$ cat config.mk
export PLATFORM = sky130hd
export DESIGN_NAME = cl3641ah_scan_capture_flat
export DESIGN_NICKNAME = d
export VERILOG_FILES = /design/src/rtl/cl3641ah_scan_capture_if.sv /design/src/rtl/cl3641ah_scan_capture.sv /design/src/flat_wrapper.sv
export SDC_FILE = /design/constraint.sdc
export NUM_CORES = 1
export LEC_CHECK = 0
export ABC_AREA = 1
export CORE_ASPECT_RATIO = 1.25
export CORE_MARGIN = 2
export CORE_UTILIZATION = 59
export DETAILED_ROUTE_END_ITERATION = 8
export GPL_TIMING_DRIVEN = 1
export PLACE_DENSITY = 0.81
export SLEW_MARGIN = 5
export SYNTH_ARGS = -nofsm -noshare
export SYNTH_HDL_FRONTEND = slang
export SYNTH_SLANG_ARGS = --single-unit
$ cat constraint.sdc
create_clock -name clk -period 8.4 [get_ports clk]
set_clock_uncertainty 0.1 [all_clocks]
set_input_delay 1.68 -clock clk [delete_from_list [all_inputs] [get_ports clk]]
set_output_delay 1.68 -clock clk [all_outputs]
set_load 0.005 [all_outputs]
$ cat src/rtl/cl3641ah_scan_capture_if.sv
// Pin-level bundle between a CL3641AH-style scan driver and the scan capture block.
// The master drives the multiplexed bus; the slave reconstructs and reports the digits.
interface cl3641ah_scan_capture_if;
    logic [6:0] seven_seg;
    logic [3:0] control;
    logic [6:0] a;
    logic [6:0] b;
    logic [6:0] c;
    logic [6:0] d;
    logic [3:0] digit_valid;
    logic       frame_done;
    logic       bad_select;
    logic       stale;

    modport master (
        output seven_seg, control,
        input  a, b, c, d, digit_valid, frame_done, bad_select, stale
    );

    modport slave (
        input  seven_seg, control,
        output a, b, c, d, digit_valid, frame_done, bad_select, stale
    );
endinterface

$ cat src/rtl/cl3641ah_scan_capture.sv
// Reconstructs four seven-segment digit patterns from a multiplexed scan bus,
// with glitch filtering, overlap detection, frame completion and stale-display reporting.
module cl3641ah_scan_capture #(
    parameter int STABLE_CYCLES  = 4,
    parameter int TIMEOUT_CYCLES = 65536
) (
    input logic                    clk,
    input logic                    reset,
    cl3641ah_scan_capture_if.slave bus
);

    localparam int RUN_W = $clog2(STABLE_CYCLES + 1);
    localparam int TMO_W = $clog2(TIMEOUT_CYCLES + 1);

    localparam logic [RUN_W-1:0] RUN_ONE    = RUN_W'(1);
    localparam logic [RUN_W-1:0] RUN_ACCEPT = RUN_W'(STABLE_CYCLES - 1);
    localparam logic [RUN_W-1:0] RUN_FULL   = RUN_W'(STABLE_CYCLES);
    localparam logic [TMO_W-1:0] TMO_LAST   = TMO_W'(TIMEOUT_CYCLES - 1);
    localparam logic [TMO_W-1:0] TMO_FULL   = TMO_W'(TIMEOUT_CYCLES);

    typedef enum logic [1:0] {
        SEL_NONE,
        SEL_ONE,
        SEL_MULTI
    } sel_class_t;

    typedef enum logic [1:0] {
        ST_IDLE,
        ST_TRACK,
        ST_HELD
    } state_t;

    function automatic sel_class_t classify(input logic [3:0] ctl);
        int lows;
        lows = 0;
        for (int i = 0; i < 4; i++) begin
            if (!ctl[i]) lows++;
        end
        if (lows == 0)      return SEL_NONE;
        else if (lows == 1) return SEL_ONE;
        else                return SEL_MULTI;
    endfunction

    // Registered input samples and classification
    logic [6:0]       s_seg;
    logic [3:0]       s_ctl;
    sel_class_t       s_class;
    logic             s_multi;
    logic             s_multi_q;

    // Tracking state
    state_t           state_q, state_d;
    logic [RUN_W-1:0] run_q, run_d;
    logic [6:0]       trk_seg_q, trk_seg_d;
    logic [3:0]       trk_ctl_q, trk_ctl_d;
    logic             same;
    logic             accept;

    // Output-side state
    logic [6:0]       digit_q [4];
    logic [3:0]       valid_q;
    logic [3:0]       mask_q;
    logic [3:0]       sel_onehot;
    logic [3:0]       mask_next;
    logic             frame_done_q;
    logic             stale_q;
    logic [TMO_W-1:0] tmo_q;

    assign s_class    = classify(s_ctl);
    assign s_multi    = (s_class == SEL_MULTI);
    assign same       = (s_seg == trk_seg_q) && (s_ctl == trk_ctl_q);
    assign sel_onehot = ~s_ctl;
    assign mask_next  = mask_q | sel_onehot;

    always_comb begin
        state_d   = state_q;
        run_d     = run_q;
        trk_seg_d = trk_seg_q;
        trk_ctl_d = trk_ctl_q;
        accept    = 1'b0;
        case (state_q)
            ST_IDLE: begin
                if (s_class == SEL_ONE) begin
                    state_d   = ST_TRACK;
                    run_d     = RUN_ONE;
                    trk_seg_d = s_seg;
                    trk_ctl_d = s_ctl;
                end
            end
            ST_TRACK: begin
                if (s_class != SEL_ONE) begin
                    state_d = ST_IDLE;
                    run_d   = '0;
                end else if (!same) begin
                    run_d     = RUN_ONE;
                    trk_seg_d = s_seg;
                    trk_ctl_d = s_ctl;
                end else if (run_q == RUN_ACCEPT) begin
                    // This sample is the STABLE_CYCLES-th identical one
                    accept  = 1'b1;
                    run_d   = RUN_FULL;
                    state_d = ST_HELD;
                end else begin
                    run_d = run_q + RUN_ONE;
                end
            end
            ST_HELD: begin
                if (s_class != SEL_ONE) begin
                    state_d = ST_IDLE;
                    run_d   = '0;
                end else if (!same) begin
                    state_d   = ST_TRACK;
                    run_d     = RUN_ONE;
                    trk_seg_d = s_seg;
                    trk_ctl_d = s_ctl;
                end
            end
            default: begin
                state_d = ST_IDLE;
                run_d   = '0;
            end
        endcase
    end

    always_ff @(posedge clk) begin
        if (!reset) begin
            s_seg        <= '0;
            s_ctl        <= '0;
            // A zeroed s_ctl classifies as MULTI, so the edge detector starts there
            s_multi_q    <= 1'b1;
            state_q      <= ST_IDLE;
            run_q        <= '0;
            trk_seg_q    <= '0;
            trk_ctl_q    <= '0;
            for (int i = 0; i < 4; i++) digit_q[i] <= '0;
            valid_q      <= '0;
            mask_q       <= '0;
            frame_done_q <= 1'b0;
            stale_q      <= 1'b0;
            tmo_q        <= '0;
        end else begin
            s_seg        <= bus.seven_seg;
            s_ctl        <= bus.control;
            s_multi_q    <= s_multi;
            state_q      <= state_d;
            run_q        <= run_d;
            trk_seg_q    <= trk_seg_d;
            trk_ctl_q    <= trk_ctl_d;
            frame_done_q <= 1'b0;
            if (accept) begin
                for (int i = 0; i < 4; i++) begin
                    if (sel_onehot[i]) digit_q[i] <= s_seg;
                end
                valid_q <= valid_q | sel_onehot;
                if (mask_next == 4'hF) begin
                    frame_done_q <= 1'b1;
                    mask_q       <= '0;
                end else begin
                    mask_q <= mask_next;
                end
                stale_q <= 1'b0;
                tmo_q   <= '0;
            end else begin
                if (tmo_q != TMO_FULL) tmo_q <= tmo_q + TMO_W'(1);
                if (s_multi) mask_q <= '0;
                if (tmo_q == TMO_LAST) begin
                    stale_q <= 1'b1;
                    valid_q <= '0;
                    mask_q  <= '0;
                end
            end
        end
    end

    assign bus.a           = digit_q[0];
    assign bus.b           = digit_q[1];
    assign bus.c           = digit_q[2];
    assign bus.d           = digit_q[3];
    assign bus.digit_valid = valid_q;
    assign bus.frame_done  = frame_done_q;
    assign bus.bad_select  = s_multi && !s_multi_q;
    assign bus.stale       = stale_q;

endmodule
$ cat src/flat_wrapper.sv
// flat-port wrapper written by rule: the top's interface ports become plain ports
module cl3641ah_scan_capture_flat 
#(
    parameter int STABLE_CYCLES  = 4,
    parameter int TIMEOUT_CYCLES = 65536
)
  (clk, reset, bus_seven_seg, bus_control, bus_a, bus_b, bus_c, bus_d, bus_digit_valid, bus_frame_done, bus_bad_select, bus_stale);
  cl3641ah_scan_capture_if bus_i ();
  input logic clk;
  input logic reset;
  input wire logic [$bits(bus_i.seven_seg)-1:0] bus_seven_seg;
  input wire logic [$bits(bus_i.control)-1:0] bus_control;
  output wire logic [$bits(bus_i.a)-1:0] bus_a;
  output wire logic [$bits(bus_i.b)-1:0] bus_b;
  output wire logic [$bits(bus_i.c)-1:0] bus_c;
  output wire logic [$bits(bus_i.d)-1:0] bus_d;
  output wire logic [$bits(bus_i.digit_valid)-1:0] bus_digit_valid;
  output wire logic [$bits(bus_i.frame_done)-1:0] bus_frame_done;
  output wire logic [$bits(bus_i.bad_select)-1:0] bus_bad_select;
  output wire logic [$bits(bus_i.stale)-1:0] bus_stale;
  assign bus_i.seven_seg = bus_seven_seg;
  assign bus_i.control = bus_control;
  assign bus_a = bus_i.a;
  assign bus_b = bus_i.b;
  assign bus_c = bus_i.c;
  assign bus_d = bus_i.d;
  assign bus_digit_valid = bus_i.digit_valid;
  assign bus_frame_done = bus_i.frame_done;
  assign bus_bad_select = bus_i.bad_select;
  assign bus_stale = bus_i.stale;
  cl3641ah_scan_capture #(.STABLE_CYCLES(STABLE_CYCLES), .TIMEOUT_CYCLES(TIMEOUT_CYCLES)) u_core (.clk(clk), .reset(reset), .bus(bus_i));
endmodule
-- After elaboration in Yosys (flattened, before gate mapping)
Memory sizes are Yosys's and may differ from the RTL's.
Index checks and enable logic that the tools add are counted.
Widths: inputs -> output; s select.
- memories: 1
- register bits after elaboration: 55
- logic and storage cells: 118
- bits in writable memories: 28
- reduce and logical (&&, ||, !) cells: 14
- mux-type cells: 60
- eq/ne operators: 18
- $add $sub $neg: 5
- bitwise logic cells: 8
- memory list (memory ; words ; bits a word ; read ports ; clocked after Yosys merged registers in ; write ports ; line ; RTL):
    u_core.digit_q ; 4 ; 7 ; 4 ; 0 ; 4 ; cl3641ah_scan_capture.sv:60 ; logic [6:0] digit_q [4];
- operators by type and width (kind ; count):
    $mux 32 ; 3
    $add 32x2->32 const B ; 2
    $mux 7 ; 7
    $mux 4 ; 9
    $eq 32x2->1 const B ; 1
    $logic_not 32->1 ; 1
    $mux 1 ; 23
    $mux 3 ; 6
    $add 17x1->17 const B ; 1
    $eq 17x16->1 const B ; 1
    $ne 17x17->1 const B ; 1
    $mux 2 ; 8
    $pmux 7 s2 ; 1
    $pmux 3 s3 ; 1
    $or 4x4->4 ; 2
    $pmux 4 s2 ; 1
    $reduce_and 4->1 ; 2
    $eq 7x7->1 ; 1
    $ne 3x1->1 const B ; 2
    $pmux 2 s3 ; 1
    $eq 2x1->1 const B ; 2
    $eq 2x2->1 const B ; 2
    $eq 4x4->1 ; 1
    $eq 4x4->1 const B ; 1
    other kinds (16) ; 25

-- Depth between registers and ports, before layout
- depth after elaboration: 17
- gate-level depth with buffers: 19

-- Least setup slack after synthesis
OpenSTA, ideal clock, no wires.
- path type: reg-to-output
- from: reg u_core.s_ctl[0]
- to: out bus_bad_select
- setup slack: 4.776 ns
- arrival time: 1.844 ns
- data required time: 6.620 ns
- stages on the path, launching flop included: 13
- path through: dfxtp_1 -> inv_1 -> ha_1 -> inv_1 -> nand2_1 -> nand2_1 -> inv_1 -> ha_1 -> or2_2 -> nand2_1 -> nand2_1 -> inv_1 -> nor2_1
- longest elaborated chain between the ends: 12
- elaborated cells between the ends (all ways): 13
- RTL lines (element ; line ; RTL):
    start, declared ; cl3641ah_scan_capture.sv:46 ; logic [3:0] s_ctl;
    start signal, assigned ; cl3641ah_scan_capture.sv:143 ; s_ctl <= bus.control;
    $mux 1 (*) ; cl3641ah_scan_capture.sv:37 ; if (!ctl[i]) lows++;
    $add 1x1->2 ; cl3641ah_scan_capture.sv:37 ;
    $mux 32 (*) ; cl3641ah_scan_capture.sv:37 ;
    $add 32x2->32 ; cl3641ah_scan_capture.sv:37 ;
    $mux 32 (*) ; cl3641ah_scan_capture.sv:37 ;
    $add 32x2->32 ; cl3641ah_scan_capture.sv:37 ;
    $mux 32 (*) ; cl3641ah_scan_capture.sv:37 ;
    $eq 32x2->1 ; cl3641ah_scan_capture.sv:40 ; else if (lows == 1) return SEL_ONE;
    $mux 2 ; cl3641ah_scan_capture.sv:40 ;
    $mux 2 (*) ; cl3641ah_scan_capture.sv:39 ; if (lows == 0) return SEL_NONE;
    $eq 2x2->1 (*) ; cl3641ah_scan_capture.sv:70 ; assign s_multi = (s_class == SEL_MULTI);
    $logic_and 1x1->1 (*) ; cl3641ah_scan_capture.sv:181 ; assign bus.bad_select = s_multi && !s_multi_q;
    end, declared ; flat_wrapper.sv:19 ; output wire logic [$bits(bus_i.bad_select)-1:0] bus_bad_select;
Mark *: on every way between the ends. The rest lies on a longest branch, timed or not.

-- Worst setup path after layout
Same ends and word-level chain as after synthesis.

==> run_summary.xml <==
<?xml version="1.0" encoding="UTF-8"?>
<metrics>
  <group name="cells_and_area">
    <metric name="mostFrequentLayoutCell" unit="">sky130_fd_sc_hd__nor2_1</metric>
    <metric name="fillCellCount" unit="">478</metric>
    <metric name="post_route_cells_drive_above_1_share" unit="%">7.06</metric>
    <metric name="layout.cells.most_common_list" unit="">sky130_fd_sc_hd__nor2_1 (98), sky130_fd_sc_hd__nand2_1 (92), sky130_fd_sc_hd__inv_1 (64), sky130_fd_sc_hd__dfxtp_1 (55), sky130_fd_sc_hd__clkdlybuf4s50_1 (47)</metric>
    <metric name="design.final.nets" unit="">544</metric>
    <metric name="antenna_cells" unit="">0</metric>
    <metric name="syn_to_final_growth" unit="%">20.0</metric>
  </group>
  <group name="clock_tree">
    <metric name="clk_path_buf_depth" unit="">2</metric>
    <metric name="cts_tree" unit="">yes</metric>
    <metric name="cts_root_buffer" unit="">sky130_fd_sc_hd__clkbuf_8</metric>
    <metric name="worst_skew_pair.late_latency" unit="ns">0.35</metric>
    <metric name="postCtsSetupRepairBufs" unit="">0</metric>
    <metric name="cts_hold_buffers" unit="">0</metric>
    <metric name="cts.sink_count" unit="">83</metric>
    <metric name="cts_buffers" unit="">9</metric>
    <metric name="clock_tree.htree_level_count" unit="">3</metric>
    <metric name="clk_pin_slew_worst_paths" unit="ns">0.08</metric>
    <metric name="cts_resized" unit="">0</metric>
  </group>
  <group name="critical_path">
    <metric name="crit_path_top_delay_cell" unit="">sky130_fd_sc_hd__dfxtp_1</metric>
    <metric name="critPathLaunchType" unit="">flip-flop</metric>
    <metric name="critical_path_buf_inv_count" unit="">5</metric>
    <metric name="critPathKind" unit="">reg -&gt; out</metric>
    <metric name="cp_data_required_time" unit="ns">6.62</metric>
    <metric name="worstPathArrival" unit="ns">2.82</metric>
    <metric name="crit_path_max_incr_delay" unit="ns">0.43</metric>
    <metric name="cell_chain_critical_path" unit="">inv_1 &gt; ha_1 &gt; inv_1 &gt; nand2_1 &gt; nand2_1 &gt; inv_1 &gt; ha_1 &gt; or2_2 &gt; nand2_1 &gt; nand2_1 &gt; inv_1 &gt; nor2_1 &gt; clkdlybuf4s50_1</metric>
    <metric name="timing.critical_path.max_delay_family" unit="">simple AND/OR/NAND/NOR gates</metric>
    <metric name="critPathCaptureType" unit="">primary output</metric>
    <metric name="biggest_fanout_along_the_worst_timing_path" unit="">6</metric>
  </group>
  <group name="floorplan">
    <metric name="core" unit="um2">6170</metric>
    <metric name="num_rows" unit="">32</metric>
    <metric name="floorplan.die.width" unit="um">75.6</metric>
    <metric name="floorplan.io_pins" unit="">48</metric>
    <metric name="chipHeight" unit="um">93.5</metric>
    <metric name="die-area" unit="um2">7060</metric>
    <metric name="start_util" unit="%">61.3</metric>
  </group>
  <group name="synth">
    <metric name="post_synth_inst_count" unit="">468</metric>
    <metric name="yosys_register_bits" unit="">83</metric>
    <metric name="mappedNetlistNets" unit="">493</metric>
    <metric name="yosysTopAreaCellShare" unit="%">29.1</metric>
    <metric name="netlist_area" unit="um2">3780</metric>
    <metric name="synth_sequential_area_ratio" unit="%">51.4</metric>
    <metric name="ys_types" unit="">27</metric>
    <metric name="yosysWarnings" unit="">0</metric>
    <metric name="top_cells_by_area_in_the_synthesized_netlist" unit="">sky130_fd_sc_hd__dfxtp_1 (29%), sky130_fd_sc_hd__edfxtp_1 (22%), sky130_fd_sc_hd__nor2_1 (9.7%)</metric>
    <metric name="synth_area_per_cell" unit="um2">8.07</metric>
    <metric name="post-synth-top-area-cell" unit="">sky130_fd_sc_hd__dfxtp_1</metric>
  </group>
  <group name="sta">
    <metric name="final.hold.worst_slack" unit="ns">0.375</metric>
    <metric name="timing.final.crit_share" unit="%">54.7</metric>
    <metric name="max_freq" unit="MHz">218</metric>
    <metric name="setup_violations" unit="">0</metric>
    <metric name="timing.max_slew.rel_slack" unit="%">30.2</metric>
    <metric name="hold_viol_final" unit="">0</metric>
    <metric name="period_minus_slack" unit="ns">4.60</metric>
    <metric name="tns" unit="ns">0</metric>
    <metric name="rsz_0062_raised_after_global_routing" unit="">false</metric>
    <metric name="worst-slew-pin-transition" unit="ns">1.04</metric>
    <metric name="final-max-slew-violation-count" unit="">0</metric>
  </group>
  <group name="placement">
    <metric name="detailedPlacementHpwl" unit="mm">5.39</metric>
    <metric name="portBuffers" unit="">47</metric>
    <metric name="gp_congestion" unit="">0.869</metric>
  </group>
  <group name="global_route">
    <metric name="grt_pass1_wl" unit="mm">12.5</metric>
    <metric name="globalRouteOverflowTotal" unit="">0</metric>
    <metric name="grt_antenna_before_repair" unit="">0</metric>
    <metric name="first_global_vias" unit="">2830</metric>
    <metric name="grt_start_max_net_pins" unit="">37</metric>
    <metric name="grt_usage" unit="%">23.2</metric>
  </group>
  <group name="status">
    <metric name="status" unit="">complete, no violations</metric>
  </group>
  <group name="power_and_ir_drop">
    <metric name="worst_ir_drop_vdd" unit="uV">170</metric>
    <metric name="netSwitchingFraction" unit="%">26.1</metric>
    <metric name="power_density" unit="nW/um2">193</metric>
    <metric name="totalPowerFinal" unit="mW">0.875</metric>
    <metric name="internal_power" unit="mW">0.647</metric>
    <metric name="logic_pwr_share" unit="%">13.6</metric>
    <metric name="switchingPower" unit="mW">0.228</metric>
    <metric name="sequentialPowerShare" unit="%">51.2</metric>
    <metric name="leakage" unit="nW">1.83</metric>
    <metric name="power.clock.fraction" unit="%">35.2</metric>
  </group>
  <group name="drt">
    <metric name="drtIter0Drc" unit="">172</metric>
    <metric name="drtPass1Iterations" unit="">5</metric>
    <metric name="route.detailed.vias_per_inst" unit="">5.10</metric>
    <metric name="route.antenna.remaining_nets" unit="">0</metric>
    <metric name="route.detailed.wl_per_inst" unit="um">12.3</metric>
    <metric name="totalWireLength" unit="mm">7.49</metric>
    <metric name="drc" unit="">0</metric>
    <metric name="vias_after_detailed_routing" unit="">3107</metric>
  </group>
  <group name="job">
    <metric name="max_cap_viols" unit="">0</metric>
  </group>
  <group name="hold_path">
    <metric name="hold_class" unit="">reg -&gt; reg</metric>
  </group>
</metrics>
## per-stage QoR
stage          utilization (%)  worst slack [ns]  instance area, um2  cells
6_report                  73.5              3.80                4530    609
5_1_grt                   73.5              3.58                4530    609
4_1_cts                   73.5              3.81                4530    609
3_5_place_dp              69.9              4.22                4310    593
3_3_place_gp              69.9              4.25                4310    593
2_1_floorplan                -              4.78                3780    468
## registers in the layout (all words and copies together) (netlist names), 2 cells and up
name	count
u_core.bus.digit_valid	4
u_core.digit_q	28
u_core.mask_q	4
u_core.run_q	3
u_core.s_ctl	4
u_core.s_seg	7
u_core.state_q	2
u_core.tmo_q	17
u_core.trk_ctl_q	4
u_core.trk_seg_q	7
## cells in the mapped netlist
cell type,number
sky130_fd_sc_hd__nor2_1,98
sky130_fd_sc_hd__nand2_1,92
sky130_fd_sc_hd__inv_1,64
sky130_fd_sc_hd__dfxtp_1,55
sky130_fd_sc_hd__edfxtp_1,28
sky130_fd_sc_hd__nand3_1,23
sky130_fd_sc_hd__o21ai_0,21
sky130_fd_sc_hd__a21oi_1,17
sky130_fd_sc_hd__ha_1,12
sky130_fd_sc_hd__nor3_1,8
sky130_fd_sc_hd__nand4_1,7
sky130_fd_sc_hd__or2_2,7
sky130_fd_sc_hd__nand2_2,6
sky130_fd_sc_hd__xnor2_1,6
sky130_fd_sc_hd__xor2_1,5
sky130_fd_sc_hd__nand3_4,3
sky130_fd_sc_hd__buf_2,2
sky130_fd_sc_hd__buf_6,2
sky130_fd_sc_hd__clkbuf_1,2
sky130_fd_sc_hd__nor2_4,2
sky130_fd_sc_hd__nor4_1,2
sky130_fd_sc_hd__a31oi_1,1
sky130_fd_sc_hd__buf_1,1
sky130_fd_sc_hd__buf_4,1
sky130_fd_sc_hd__inv_2,1
sky130_fd_sc_hd__nand2_4,1
sky130_fd_sc_hd__nor2_2,1
## cell type report
type	instances	area, um2	share of cell area (%)
well taps	85	106	2.35
clock inverters	4	55.1	1.21
multi-input cells	312	1540	34.0
flip-flops and latches	83	1940	42.8
repair buffers	48	478	10.5
inverters	65	244	5.38
clock buffers	12	166	3.67
## worst paths after layout
check | start | endpoint | slack (ns) | cells past startpoint
max | u_core.s_ctl[0] | bus_bad_select | 3.80 | 13
min | u_core.bus.digit_valid[1] | u_core.bus.digit_valid[1] | 0.37 | 2
max reg2reg | u_core.s_ctl[0] | u_core.digit_q[0][2] | 4.73 | 13
min reg2reg | u_core.bus.digit_valid[1] | u_core.bus.digit_valid[1] | 0.37 | 2
## power groups by stage
stage	combinational (mW)	sequential (mW)	clock [mW]
2_1_floorplan	0.0849	0.455	0
3_3_place_gp	0.115	0.456	0
3_5_place_dp	0.118	0.457	0
4_1_cts	0.119	0.448	0.309
5_1_grt	0.137	0.451	0.325
6_report	0.119	0.448	0.308
## cell families after synthesis
family / after synthesis / share of synthesized area, %
and+or+nand+nor: 250 / 29.1
DFF: 83 / 51.4
buffers and inverters: 73 / 7.81
AOI/OAI and AO/OA: 39 / 5.20
adders and majority gates: 12 / 3.97
xor gates and xnor gates: 11 / 2.55
## worst min-delay path, cell delays in order, from the launching register on
cell	delay (ns)
sky130_fd_sc_hd__dfxtp_1	0.33
sky130_fd_sc_hd__nor2_1	0.05
sky130_fd_sc_hd__nor2_1	0.07
## layer usage
metal	track usage [%]	vias to the layer above	wire (um)
met5	0	-	0
met4	14.5	0	249
met3	3.77	23	347
met2	38.7	90	3760
met1	27.0	1420	3130
li1	-	1574	-
No activity file was read; power rests on OpenSTA's default activity.
